--- src/rtl/fpadd_share_ctrl.sv ---
// Round-robin controller sharing one combinational FP32 adder among NUM_REQ requesters.
// Optional statistics outputs (stat_ops/stat_nan/stat_wait) are built when FPADD_SHARE_STATS_EN is defined.
module fpadd_share_ctrl #(
    parameter int NUM_REQ = 4,
    parameter int ADD_LAT = 2
) (
    input  logic                   clk,
    input  logic                   rst_n,
    input  logic [NUM_REQ-1:0]     req_valid,
    output logic [NUM_REQ-1:0]     req_ready,
    input  logic [NUM_REQ*32-1:0]  req_a,
    input  logic [NUM_REQ*32-1:0]  req_b,
    output logic [NUM_REQ-1:0]     rsp_valid,
    input  logic [NUM_REQ-1:0]     rsp_ready,
    output logic [31:0]            rsp_result,
    output logic [2:0]             rsp_flags,
    output logic [31:0]            add_a,
    output logic [31:0]            add_b,
    input  logic [31:0]            add_result,
    output logic                   busy
`ifdef FPADD_SHARE_STATS_EN
    ,
    output logic [15:0]            stat_ops,
    output logic [15:0]            stat_nan,
    output logic [15:0]            stat_wait
`endif
);

    localparam int PW = (NUM_REQ > 1) ? $clog2(NUM_REQ) : 1;
    localparam logic [PW:0]          NR_W     = (PW+1)'(NUM_REQ);
    localparam logic [PW-1:0]        LAST_IDX = PW'(NUM_REQ-1);
    localparam logic [NUM_REQ-1:0]   ONE_HOT0 = NUM_REQ'(1);
    localparam logic [3:0]           CNT_INIT = 4'(ADD_LAT-1);

    typedef enum logic [1:0] {IDLE = 2'd0, EXEC = 2'd1, RESP = 2'd2} state_t;

    // {nan, inf, zero}; denormals report all flags clear
    function automatic logic [2:0] classify(input logic [31:0] v);
        logic exp_max;
        logic exp_zero;
        logic mant_zero;
        exp_max   = (v[30:23] == 8'hFF);
        exp_zero  = (v[30:23] == 8'h00);
        mant_zero = (v[22:0] == 23'd0);
        return {exp_max & ~mant_zero, exp_max & mant_zero, exp_zero & mant_zero};
    endfunction

    state_t             state_q, state_d;
    logic [PW-1:0]      rr_q, rr_d;
    logic [PW-1:0]      owner_q, owner_d;
    logic [3:0]         cnt_q, cnt_d;
    logic [31:0]        add_a_q, add_a_d;
    logic [31:0]        add_b_q, add_b_d;
    logic [31:0]        rsp_result_q, rsp_result_d;
    logic [2:0]         rsp_flags_q, rsp_flags_d;
    logic [NUM_REQ-1:0] rsp_valid_q, rsp_valid_d;
    logic               found_s;
    logic [PW-1:0]      win_s;

    // Round-robin search starting at rr_q, wrapping modulo NUM_REQ
    always_comb begin
        logic [PW:0] sum;
        logic [PW:0] idx;
        found_s = 1'b0;
        win_s   = '0;
        for (int k = 0; k < NUM_REQ; k++) begin
            sum = {1'b0, rr_q} + (PW+1)'(k);
            idx = (sum >= NR_W) ? (sum - NR_W) : sum;
            if (!found_s && req_valid[idx[PW-1:0]]) begin
                found_s = 1'b1;
                win_s   = idx[PW-1:0];
            end else begin
                found_s = found_s;
            end
        end
    end

    // Next-state, operand latch and result capture
    always_comb begin
        state_d      = state_q;
        rr_d         = rr_q;
        owner_d      = owner_q;
        cnt_d        = cnt_q;
        add_a_d      = add_a_q;
        add_b_d      = add_b_q;
        rsp_result_d = rsp_result_q;
        rsp_flags_d  = rsp_flags_q;
        rsp_valid_d  = rsp_valid_q;
        req_ready    = '0;
        case (state_q)
            IDLE: begin
                if (found_s) begin
                    req_ready = ONE_HOT0 << win_s;
                    add_a_d   = req_a[{win_s, 5'd0} +: 32];
                    add_b_d   = req_b[{win_s, 5'd0} +: 32];
                    owner_d   = win_s;
                    rr_d      = (win_s == LAST_IDX) ? '0 : (win_s + 1'b1);
                    cnt_d     = CNT_INIT;
                    state_d   = EXEC;
                end else begin
                    state_d = IDLE;
                end
            end
            EXEC: begin
                if (cnt_q == 4'd0) begin
                    rsp_result_d = add_result;
                    rsp_flags_d  = classify(add_result);
                    rsp_valid_d  = ONE_HOT0 << owner_q;
                    state_d      = RESP;
                end else begin
                    cnt_d = cnt_q - 4'd1;
                end
            end
            RESP: begin
                if (rsp_ready[owner_q]) begin
                    rsp_valid_d = '0;
                    state_d     = IDLE;
                end else begin
                    state_d = RESP;
                end
            end
            default: begin
                rsp_valid_d = '0;
                state_d     = IDLE;
            end
        endcase
    end

    // State and datapath registers
    always_ff @(posedge clk or negedge rst_n) begin
        if (!rst_n) begin
            state_q      <= IDLE;
            rr_q         <= '0;
            owner_q      <= '0;
            cnt_q        <= 4'd0;
            add_a_q      <= 32'd0;
            add_b_q      <= 32'd0;
            rsp_result_q <= 32'd0;
            rsp_flags_q  <= 3'd0;
            rsp_valid_q  <= '0;
        end else begin
            state_q      <= state_d;
            rr_q         <= rr_d;
            owner_q      <= owner_d;
            cnt_q        <= cnt_d;
            add_a_q      <= add_a_d;
            add_b_q      <= add_b_d;
            rsp_result_q <= rsp_result_d;
            rsp_flags_q  <= rsp_flags_d;
            rsp_valid_q  <= rsp_valid_d;
        end
    end

    assign add_a      = add_a_q;
    assign add_b      = add_b_q;
    assign rsp_result = rsp_result_q;
    assign rsp_flags  = rsp_flags_q;
    assign rsp_valid  = rsp_valid_q;
    assign busy       = (state_q != IDLE);

`ifdef FPADD_SHARE_STATS_EN
    logic [15:0] ops_q, nan_q, wait_q;

    // Saturating activity counters; a nonzero wait count means an arbitration stall
    always_ff @(posedge clk or negedge rst_n) begin
        if (!rst_n) begin
            ops_q  <= 16'd0;
            nan_q  <= 16'd0;
            wait_q <= 16'd0;
        end else begin
            if ((state_q == IDLE) && found_s && (ops_q != 16'hFFFF)) begin
                ops_q <= ops_q + 16'd1;
            end
            if ((state_q == EXEC) && (cnt_q == 4'd0) && rsp_flags_d[2] && (nan_q != 16'hFFFF)) begin
                nan_q <= nan_q + 16'd1;
            end
            if ((state_q == IDLE) && (|req_valid) && !found_s && (wait_q != 16'hFFFF)) begin
                wait_q <= wait_q + 16'd1;
            end
        end
    end

    assign stat_ops  = ops_q;
    assign stat_nan  = nan_q;
    assign stat_wait = wait_q;
`endif

endmodule

--- config.mk ---
export PLATFORM = sky130hd
export DESIGN_NAME = fpadd_share_ctrl
export DESIGN_NICKNAME = d
export VERILOG_FILES = /design/src/rtl/fpadd_share_ctrl.sv
export SDC_FILE = /design/constraint.sdc
export NUM_CORES = 1
export LEC_CHECK = 0
export CAP_MARGIN = 0
export CORE_AREA = 3 3 157 159
export CTS_BUF_LIST = sky130_fd_sc_hd__clkbuf_8
export CTS_CLUSTER_SIZE = 8
export DETAILED_ROUTE_END_ITERATION = 8
export DIE_AREA = 0 0 160 162
export SYNTH_ARGS = -nofsm -noshare
export SYNTH_HDL_FRONTEND = slang
export SYNTH_SLANG_ARGS = --single-unit
--- constraint.sdc ---
create_clock -name clk -period 2.9 [get_ports clk]
set_clock_uncertainty 0.15 [all_clocks]
set_input_delay 0.58 -clock clk [delete_from_list [all_inputs] [get_ports clk]]
set_output_delay 0.58 -clock clk [all_outputs]
set_load 0.005 [all_outputs]
======== Word-level counts from Yosys, hierarchy flattened ========
Index checks and enable logic that the tools add are counted.
W data, S select, Z words.
word-level totals
  logic and storage cells ................. 95
  output and inout bits ................... 108
  register bits after elaboration ......... 113
  input port bits ......................... 298
operators by class
  equal/unequal tests ..................... 8
  magnitude comparators ................... 9
  add/subtract/negate cells ............... 9
  multiplexer cells ....................... 35
  reduce and logical (&&, ||, !) cells .... 16
  bitwise gates (word level) .............. 5
  shifts and indexed selects .............. 4
operators with widths
  operator               count
  $shiftx A128 B8 Y32    2
  $mux W4                6
  $logic_not A23 Y1      1
  $mux W2                11
  $lt A2 B3 Y1 const B   5
  $pmux W4 S3            1
  $bmux W1 S2            5
  $mux W1                10
  $ge A3 B3 Y1 const B   3
  $eq A8 B8 Y1 const B   1
  $logic_not A8 Y1       1
  $ne A2 B2 Y1 const B   4
  $pmux W4 S2            1
  $shl A1 B2 Y4 const A  2
  $sub A2 B1 Y2 const B  4
  $add A2 B2 Y3 const B  2
  $pmux W2 S3            1
  $reduce_and A3 Y1      2
  $eq A2 B2 Y1 const B   2
  $logic_not A4 Y1       1
  $reduce_and A2 Y1      2
  $reduce_bool A2 Y1     2
  $sub A4 B1 Y4 const B  1
  $add A2 B1 Y3 const B  1
  8 further kinds        15

======== Logic depth before layout (Yosys ltp) ========
  word-level depth ........................ 17
  depth in mapped cells ................... 8
  depth with buffers taken out ............ 7

======== Least setup slack after synthesis ========
OpenSTA, ideal clock, no wires.
  path kind ............................... input to output
  start ................................... in req_valid[1]
  end ..................................... out req_ready[3]
  arrival ................................. 1.722 ns
  data required time ...................... 2.170 ns
  buffers on the path ..................... 2
  cell stages on the path ................. 7
  setup slack ............................. 0.448 ns
  cells stage by stage .................... a21bo_2 -> a221o_1 -> inv_2 -> buf_4 -> buf_2 -> ha_1 -> and2_1
between the ends
  cells in the longest elaborated chain, start to end .. 15
  elaborated cells on any way between the ends .. 25
  those cells by class .................... shift (1); mux (18); reduce/logical (6)
ends and longest elaborated chain
  what                           RTL line  text
  from (decl)                    9         input logic [NUM_REQ-1:0] req_valid,
  $bmux W1 S2                    69        if (!found_s && req_valid[idx[PW-1:0]]) begin
  $mux W1 (implied by the code)  69
  $mux W1                        69
  $logic_not A1 Y1               69
  $logic_and A1 B1 Y1            69
  $mux W1                        69
  $logic_not A1 Y1               69
  $logic_and A1 B1 Y1            69
  $mux W1                        69
  $logic_not A1 Y1               69
  $logic_and A1 B1 Y1            69
  $mux W2                        69
  $shl A1 B2 Y4                  93        req_ready = ONE_HOT0 << win_s;
  $mux W4 (*)                    92        if (found_s) begin
  $mux W4 (*)                    90        case (state_q)
  to (decl)                      10        output logic [NUM_REQ-1:0] req_ready,
Mark *: on every way between the ends. The rest lies on a longest branch, timed or not. The select of a mux whose other input is x is not followed.

======== Worst setup path after layout ========
Same ends and word-level chain as after synthesis.

==> out/qor.yml <==
powerDensity_nw_per_um2: 859
syn2layout_area_growth_pct: 80.3
end_kind: "output port"
dieArea_um2: 25900
wl_per_cell_um: 19.0
chipHeight_um: 162
final_hold_viol_count: 0
period_share_pct: 95.6
cts_tree: "done"
num-nets-final: 1510
min_path_type: "flop to flop"
pin_count: 406
crit_type: "primary input to output port"
multi_input_area_um2: 3120
clock.fmax_mhz: 361
worstSetupStartpointType: "primary input"
cts-root-buf: "clkbuf_8"
nFillCells: 2342
crit_fanout: 5
synth_seq_cells: 113
yosysWarnings: 0
antenna_found_initial: 4
numCtsBuffers: 17
fp.dieW_um: 160
drv_cap: 0
yosysSeqAreaShare_pct: 45.6
final-seq-area_um2: 2830
cts.path.max_buffers: 2
cts_max_level: 4
dpl.hpwl_mm: 21.7
num_vias: 7323
rows: 56
first_iter_violations: 386
worst_slew_pin_slew_ps: 897
relSlewSlack_pct: 40.2
antenna_left: 0
final_cell_mix: "clkdlybuf4s50_1 (396), nand2_1 (367), a21oi_1 (128)"
drt_wl_total_mm: 29.4
synth.avg_cell_area_um2: 7.66
clkLatencyLatePin_ps: 440
io_buffers: 405
via_per_inst: 4.74
syn_nets: 1109
grt_usage_pct: 22.0
gp_congestion: 0.869
synth_cells: 809
finalMaxSlewViolations: 0
final_common_cell: "clkdlybuf4s50_1"
place_area_um2: 10700
coreArea_um2: 23400
path_clk_slew_ps: 80
grt_pass1_vias: 7358
status: "completed"
period_needed_ps: 2770
arrival_ps: 2040
syn_area_um2: 6200
vdd_ir_drop_max_mv: 0.436
start_util_pct: 26.5
grt_max_degree: 92
grt_overflow_total: 0
drive_gt1_share_pct: 6.54
p_leak_nw: 5.15
fin_area_um2: 11200
ys_types: 40
drc: 0
cts.sinks: 113
grt_pass1_wl_mm: 44.1
setup_violations: 0
rsz0062_at_grt: "false"
final_util_pct: 47.7
worstPathRequired_ps: 2170
firstDrtPassIters: 4
synth_stat cells:
| cell | instances | area [um^2] |
|---|---|---|
| nand2_1 | 367 | 1380 |
| a21oi_1 | 128 | 641 |
| dfrtp_1 | 113 | 2830 |
| a211o_1 | 64 | 561 |
| buf_2 | 39 | 195 |
| clkbuf_1 | 15 | 56.3 |
| nor2_1 | 11 | 41.3 |
| nor4_1 | 8 | 50.1 |
| inv_1 | 6 | 22.5 |
| o21ai_0 | 6 | 30.0 |
| nor2b_1 | 4 | 25.0 |
| a21o_1 | 3 | 22.5 |
| and2_1 | 3 | 18.8 |
| buf_4 | 3 | 22.5 |
| mux2i_1 | 3 | 30.0 |
| nand2b_1 | 3 | 18.8 |
| nand4_1 | 3 | 18.8 |
| o31ai_1 | 3 | 22.5 |
| a32o_1 | 2 | 20.0 |
| ha_1 | 2 | 25.0 |
| nand3_1 | 2 | 10.0 |
| nor3_1 | 2 | 10.0 |
| nor3b_1 | 2 | 15.0 |
| a21bo_2 | 1 | 10.0 |
| a221o_1 | 1 | 10.0 |
| a221oi_1 | 1 | 8.76 |
| a22o_1 | 1 | 8.76 |
| clkbuf_2 | 1 | 5.00 |
| clkinv_1 | 1 | 3.75 |
| inv_2 | 1 | 3.75 |
| nor4_2 | 1 | 12.5 |
| nor4bb_1 | 1 | 10.0 |
| o211ai_1 | 1 | 7.51 |
| o21a_1 | 1 | 7.51 |
| o221ai_1 | 1 | 8.76 |
| o2bb2ai_1 | 1 | 8.76 |
| o41ai_1 | 1 | 8.76 |
| or2_0 | 1 | 6.26 |
| or2_1 | 1 | 6.26 |
| xnor2_1 | 1 | 8.76 |
registers in the layout, summed over array words and instances (netlist names):
| signal | cells |
|---|---|
| add_a | 32 |
| cnt_q | 4 |
| state_q | 2 |
| rsp_result | 32 |
| owner_q | 2 |
| add_b | 32 |
| rsp_valid | 4 |
| rr_q | 2 |
| rsp_flags | 3 |
kinds of logic (layout without fill, tap and decap cells):
logic type                 Yosys count  after routing  synth area share, %
muxes                                3              3                0.485
DFF                                113            113                 45.6
and+or+nand+nor                    409            409                 26.2
xor gates and xnor gates             1              1                0.141
AOI/OAI and AO/OA                  215            215                 22.2
adders and majority gates            2              2                0.404
other                                0              3                    0
buffers and inverters               66            480                 4.99
stage by stage:
step / hold WS (ps) / TNS [ps] / cells / setup slack [ps] / power (W)
detailed placement: 311 / -9560 / 1507 / -480 / 0.00801
floorplan: 134 / 0 / 809 / 448 / 0.00516
finish: 327 / 0 / 1545 / 129 / 0.00960
global route: 350 / 0 / 1544 / 19.9 / 0.0103
CTS: 333 / 0 / 1542 / 74.4 / 0.00973
global placement: 308 / -7240 / 1507 / -509 / 0.00796
path summary, 6_finish.rpt:
check	startpoint	endpoint	slack, ps	cells after the start
setup / recovery	req_valid[1]	req_ready[3]	130	7
hold / removal	rsp_result[21]$_DFFE_PN0P_	rsp_result[21]$_DFFE_PN0P_	330	2
max in group asynchronous	rst_n	add_a[8]$_DFFE_PN0P_	1360	3
hold reg to reg	rsp_result[21]$_DFFE_PN0P_	rsp_result[21]$_DFFE_PN0P_	330	2
min in group asynchronous	rst_n	rsp_result[29]$_DFFE_PN0P_	470	2
setup reg to reg	rr_q[1]$_DFFE_PN0P_	add_a[27]$_DFFE_PN0P_	260	9
final cells by class:
| type | count | area share (%) |
|---|---|---|
| diodes | 3 | 0.0672 |
| clock buffers | 19 | 2.34 |
| clock inverters | 13 | 1.43 |
| inverters | 8 | 0.291 |
| multi-input cells | 630 | 28.0 |
| flip-flops and latches | 113 | 25.3 |
| well taps | 319 | 3.57 |
| repair buffers | 440 | 39.0 |
power breakdown:
group          switching (W)  leakage [nW]  internal (W)  total (W)
Combinational        0.00251          3.53       0.00270    0.00521
Clock               0.000736         0.206      0.000895    0.00163
Sequential          0.000448          1.41       0.00232    0.00276
worst max-delay path, cell delays in order:
cell and delay (ps):
dlygate4sd2_1 320, a21bo_2 260, a221o_4 370, inv_4 60
ha_1 120, and2_1 110, dlygate4sd2_1 230
layer usage:
layer / up-vias / global-route usage [%] / routed length, um
li1: 3539 / - / -
met1: 3475 / 25.8 / 11700
met2: 274 / 37.3 / 14600
met3: 33 / 8.42 / 2480
met4: 2 / 6.75 / 579
met5: - / 0 / 13
timing repair:
item / 4_1_cts / 5_1_grt
pin swaps: 2 / 0
hold endpoints to repair: 28 / 0
hold buffers: 1 / 0
resized for setup: 16 / 2
setup buffers: 2 / 0
endpoints found under the setup margin: 4 / 1
No activity file was read; power rests on OpenSTA's default activity.
